--- config.mk ---
export PLATFORM = sky130hd
export DESIGN_NAME = btn_conditioner
export DESIGN_NICKNAME = d
export VERILOG_FILES = /design/src/rtl/btn_conditioner.sv
export SDC_FILE = /design/constraint.sdc
export NUM_CORES = 1
export LEC_CHECK = 0
export CORE_ASPECT_RATIO = 0.75
export CORE_MARGIN = 3
export CORE_UTILIZATION = 64
export CTS_BUF_LIST = sky130_fd_sc_hd__clkbuf_4 sky130_fd_sc_hd__clkbuf_8
export DETAILED_ROUTE_END_ITERATION = 8
export PLACE_DENSITY = 0.91
export RECOVER_POWER = 25
export SYNTH_ARGS = -nofsm -noshare
export SYNTH_HDL_FRONTEND = slang
export SYNTH_SLANG_ARGS = --single-unit
export TNS_END_PERCENT = 1
--- constraint.sdc ---
create_clock -name clk -period 5 [get_ports clk]
set_clock_uncertainty 0.1 [all_clocks]
set_input_delay 0.75 -clock clk [delete_from_list [all_inputs] [get_ports clk]]
set_output_delay 0.75 -clock clk [all_outputs]
set_load 0.02 [all_outputs]
--- src/rtl/btn_conditioner.sv ---
// btn_conditioner: conditions the stopwatch start/stop push-button.
// Raw pin -> 2-flop synchronizer -> debounce counter -> press/release
// strobes and run toggle. Optional long-press clear, built only when the
// macro BTN_LONGPRESS_EN is defined.
// The release strobe port is named `rel` because `release` is a reserved word.
module btn_conditioner #(
  parameter int unsigned DEBOUNCE_CYCLES = 1000000,
  parameter int unsigned LONG_CYCLES     = 100000000
) (
  input  logic clk,
  input  logic rst,
  input  logic btn_raw,
  output logic btn_level,
  output logic press,
  output logic rel,
  output logic run,
  output logic clear
);

  localparam int unsigned DW = (DEBOUNCE_CYCLES > 1) ? $clog2(DEBOUNCE_CYCLES) : 1;
  localparam logic [DW-1:0] DMAX = DW'(DEBOUNCE_CYCLES - 1);

  logic          s1;
  logic          s2;
  logic [DW-1:0] cnt;
  logic          accept;
  logic          rise;

  // Two-flop synchronizer for the asynchronous button pin.
  always_ff @(posedge clk or posedge rst) begin
    if (rst) begin
      s1 <= 1'b0;
      s2 <= 1'b0;
    end else begin
      s1 <= btn_raw;
      s2 <= s1;
    end
  end

  // A new level is accepted on the DEBOUNCE_CYCLES-th consecutive differing sample.
  always_comb begin
    accept = (s2 != btn_level) && (cnt == DMAX);
    rise   = accept && s2;
  end

  // Debounce counter and accepted level; any matching sample restarts the count.
  always_ff @(posedge clk or posedge rst) begin
    if (rst) begin
      cnt       <= '0;
      btn_level <= 1'b0;
    end else if (s2 == btn_level) begin
      cnt <= '0;
    end else if (cnt == DMAX) begin
      cnt       <= '0;
      btn_level <= s2;
    end else begin
      cnt <= cnt + DW'(1);
    end
  end

  // Single-cycle strobes registered on the edge the debounced level changes.
  always_ff @(posedge clk or posedge rst) begin
    if (rst) begin
      press <= 1'b0;
      rel   <= 1'b0;
    end else begin
      press <= rise;
      rel   <= accept && !s2;
    end
  end

`ifdef BTN_LONGPRESS_EN
  localparam int unsigned LW = (LONG_CYCLES > 1) ? $clog2(LONG_CYCLES) : 1;
  localparam logic [LW-1:0] LMAX = LW'(LONG_CYCLES - 1);

  logic [LW-1:0] hold;
  logic          fired;
  logic          hold_hit;

  // Long press detected on the edge the hold count reaches its terminal value.
  always_comb begin
    hold_hit = btn_level && !fired && (hold == LMAX);
  end

  // Hold counter: idles at zero while released (including the press edge,
  // where the old level is still 0), counts while held, parks once fired.
  always_ff @(posedge clk or posedge rst) begin
    if (rst) begin
      hold  <= '0;
      fired <= 1'b0;
      clear <= 1'b0;
    end else begin
      clear <= hold_hit;
      if (!btn_level) begin
        hold  <= '0;
        fired <= 1'b0;
      end else if (!fired) begin
        if (hold == LMAX) begin
          fired <= 1'b1;
        end else begin
          hold <= hold + LW'(1);
        end
      end
    end
  end

  // Run toggles on each accepted press; a long press forces it off.
  always_ff @(posedge clk or posedge rst) begin
    if (rst) begin
      run <= 1'b0;
    end else if (hold_hit) begin
      run <= 1'b0;
    end else if (rise) begin
      run <= ~run;
    end
  end
`else
  // No long-press support: clear is never asserted.
  assign clear = 1'b0;

  // Run toggles on each accepted press.
  always_ff @(posedge clk or posedge rst) begin
    if (rst) begin
      run <= 1'b0;
    end else if (rise) begin
      run <= ~run;
    end
  end
`endif

endmodule

==> key figures <==
Global route
  – Largest net degree at the start of global routing: 27
  – Global-route wire length before repair: between 4 and 5 mm
  – Number of global-route vias before repair: 880
  – GRT Max-Usage Layer: met2
  – Global route overflow: 0
  – Met2 Use GR: 34.4%
  – Aggregate global-route resource usage: 22.4%
  – Number of antenna violations at the first check in global routing: 0
  – Global routing met3 resource utilization: 6.41%
  – Met1 track utilization from global routing: ~30%

STA
  – Peak Freq: between 0.4 and 0.5 GHz
  – Setup repair after global routing missed its margin: false
  – Headroom to the max-slew limit: roughly 37%
  – Final hold violations: 0
  – Pins over their slew limit: 0
  – Final setup viols: 0
  – Final setup margin: around 2.7 ns
  – Final critical path time including I/O delays and setup: ~2.3 ns
  – Transition time of the tightest slew-check pin: roughly 0.95 ns
  – Summed negative setup slack over all endpoints: 0 ns
  – Portion of the clock cycle consumed by the worst path in the final layout: a little under half

Die
  – Die area: about 2500 µm²
  – Number of top-level pins: 8
  – CORE AREA: between 1500 and 2000 µm²
  – Vert. Die Dim: between 40 and 50 µm
  – Number of standard-cell rows in the floorplan: 13
  – Floorplan die width: about 57 µm
  – Initial cell density of the core: between 60% and 70%

Power and ir drop
  – Peak VDD IR: 0.000241 V
  – Cell leakage power: 0.550 nW
  – Total power after layout: roughly 0.33 mW
  – Power density normalized to cell area: 252 nW/µm²

Finish
  – Proportion of layout cells with a drive suffix above 1: 7.94%
  – Final layout net count: 131
  – Area delta synth->final: 6.02%
  – Total of fill cells in the finished design: between 100 and 150
  – Diodes inserted: 0

Yosys
  – Leading post-synthesis cells by instance count: sky130_fd_sc_hd__dfrtp_1, sky130_fd_sc_hd__nor2_1, sky130_fd_sc_hd__xnor2_1
  – Dominant register cell in the synthesized netlist: sky130_fd_sc_hd__dfrtp_1
  – Area fraction of the dominant cell type after synthesis: 52.2%
  – Synthesized cell area: between 1000 and 1500 µm²
  – Synth cell types: 28
  – EDFF count, synth: 0
  – Top-count cell post-synth: sky130_fd_sc_hd__dfrtp_1
  – Cell type with the largest total area after synthesis: sky130_fd_sc_hd__dfrtp_1
  – Syn_nets: 123
  – Share of synthesized registers carrying an async set or reset: 100%
  – Warnings from Yosys: 0
  – Count of state elements after synthesis: 26
  – Syn Inst Count: approximately 120
  – Average footprint of a synthesized cell: ~10 µm²
  – Leading post-synthesis cells by cell area: sky130_fd_sc_hd__dfrtp_1, sky130_fd_sc_hd__xnor2_1, sky130_fd_sc_hd__nor2_1
  – Share of the yosys chip area belonging to registers: a little over half

Routing
  – Via-to-Cell Ratio: 5.95
  – Wire per inst: 15.8 µm
  – Pre-Repair DR Iteration Count: 4
  – Final wirelength: approximately 2.3 mm
  – Count of nets left with antenna violations after detail routing: 0
  – Vias post-DR: just under 900
  – Count of routing violations after the opening detailed-route iteration: 47
  – DRC violations left: 0

Setup path
  – Reg2reg start: cnt[12]$_DFF_PP0_
  – Master of the slowest instance on the critical path: sky130_fd_sc_hd__or4_4
  – Startpoint kind of the worst setup timing path: flop
  – Setup slack of the most critical reg-to-reg path: 2.74 ns
  – Signal arrival time at the worst endpoint: roughly 2.4 ns
  – Category of cells accounting for the largest share of critical-path delay: simple AND/OR/NAND/NOR gates
  – Kind of critical path: reg2reg
  – Required time of the worst setup path: approximately 5.1 ns
  – Register-to-Register Path Depth: 4
  – Slowest cell delay on critical path: approximately 0.52 ns
  – Maximum fanout encountered on the critical timing path: 19
  – Element type at the critical path end: flop
  – Worst path cell trace: or4_4 -> nor4_1 -> a21bo_2 -> nor2_1
  – Capturing point of the worst reg2reg path: cnt[13]$_DFF_PP0_
  – Crit path buf inv count: 0

Clocking
  – Hold bufs inserted after CTS: 0
  – # resized after CTS: 0
  – Buffers from clock root to sink, at most: 2
  – Root buf cell: sky130_fd_sc_hd__clkbuf_4
  – Clock Latency Late Sink: around 0.33 ns
  – Number of buffers created by CTS: 3
  – CTS tree: built
  – Clock edge transition at the registers on the reported setup and hold paths: approximately 0.14 ns
  – Number of clock sinks seen by CTS: 26
  – Clock H-tree levels: 1
  – Setup repair bufs after CTS: 0

Run
  – Max-cap violations: 0

Place
  – Detailed-placement wirelength estimate: 1.72 mm
  – Setup WS pre-CTS: between 2 and 3 ns
  – Input/output buffers: 6
  – Final estimated routing congestion in global placement: between 0.8 and 0.9

Worst hold path
  – Class of the tightest hold or removal check: reg2reg
  – Beginning of the worst hold path: s1$_DFF_PP0_
  – Worst Hold Path Cells: 0
  – Worst hold endpoint: s2$_DFF_PP0_

Status
  – Run status: finished, final reports clean
## per-stage QoR
step           area, µm²  cells  util (%)  hold WS, ns
6_report            1320    148      73.9        0.291
5_1_grt             1320    148      73.9        0.303
4_1_cts             1340    148      74.8        0.297
3_5_place_dp        1300    144      72.7        0.268
3_3_place_gp        1300    144      72.7        0.240
2_1_floorplan       1250    119         -        0.231
## registers in the layout (all words and copies together) (netlist names)
signal     flops
cnt           20
rel            1
run            1
press          1
s2             1
s1             1
btn_level      1
## power breakdown
part,switching (mW),internal (mW)
clock network,0.0607,0.0446
registers,0.00285,0.213
logic,0.00878,0.00381
## layout by cell type (no fill, tap or decap)
cell type                         Yosys  routed
sky130_fd_sc_hd__mux2_2               1       1
sky130_fd_sc_hd__ha_1                 1       1
sky130_fd_sc_hd__xor2_1               2       2
sky130_fd_sc_hd__a21bo_2              1       1
sky130_fd_sc_hd__nand4_1              3       3
sky130_fd_sc_hd__dfrtp_1             26      26
sky130_fd_sc_hd__or4_1                3       3
sky130_fd_sc_hd__or4_4                1       1
sky130_fd_sc_hd__dlygate4sd3_1        0       2
sky130_fd_sc_hd__nor3b_1              1       1
sky130_fd_sc_hd__nand3_1              7       7
sky130_fd_sc_hd__o21ai_0              2       2
sky130_fd_sc_hd__nand4_2              2       2
sky130_fd_sc_hd__clkbuf_4             0       3
sky130_fd_sc_hd__nor3_1               4       4
sky130_fd_sc_hd__a21oi_1              3       3
sky130_fd_sc_hd__inv_1                6       6
sky130_fd_sc_hd__xnor2_1             15      15
sky130_fd_sc_hd__and3_1               1       1
sky130_fd_sc_hd__conb_1               1       1
sky130_fd_sc_hd__clkdlybuf4s50_1      0       4
sky130_fd_sc_hd__or3_1                2       2
sky130_fd_sc_hd__nand2_1              6       6
sky130_fd_sc_hd__nor4_1               6       7
sky130_fd_sc_hd__clkbuf_8             0       1
sky130_fd_sc_hd__nor2b_1              2       2
sky130_fd_sc_hd__nor2_1              18      18
sky130_fd_sc_hd__a31o_2               1       1
## metal layers
layer / wire (µm) / part of all wire, %
met1: 1020 / 44
met5: 0 / 0
met2: 1120 / 48
met3: 155 / 6.6
met4: 37 / 1.6
## final cells by class
cell class                      count  area (µm²)  area share (%)
Sequential cell                    26         651            49.2
Multi-Input combinational cell     84         526            39.7
Timing Repair Buffer                6        60.1            4.54
Clock buffer                        4        36.3            2.74
Tap cell                           22        27.5            2.08
Inverter                            6        22.5            1.70
## kinds of logic (layout without fill, tap and decap cells)
kind of cell | after synthesis | after routing | synth area share (%)
XOR/XNOR | 17 | 17 | 11.9
AND/OR/NAND/NOR | 57 | 57 | 25.7
adder cells (fa/ha/maj) | 1 | 1 | 1.00
flip-flops | 26 | 26 | 52.2
buffers and inverters | 9 | 16 | 4.51
multiplexers | 1 | 1 | 0.903
AO/OA/AOI/OAI | 7 | 7 | 3.51
other | 1 | 1 | 0.301
## worst max-delay path by stage
stage / endpoint / depth (start not counted) / startpoint / slack (ns)
floorplan: cnt[10]$_DFF_PP0_ / 6 / cnt[13]$_DFF_PP0_ / 3.12
global placement: cnt[13]$_DFF_PP0_ / 2 / rst / 3.01
detailed placement: cnt[5]$_DFF_PP0_ / 2 / rst / 2.93
CTS: btn_level / 1 / btn_level$_DFFE_PP0P_ / 2.77
global route: cnt[11]$_DFF_PP0_ / 4 / cnt[13]$_DFF_PP0_ / 2.67
finish: cnt[13]$_DFF_PP0_ / 4 / cnt[12]$_DFF_PP0_ / 2.74
Note: power is estimated with default switching activity, not from simulation.
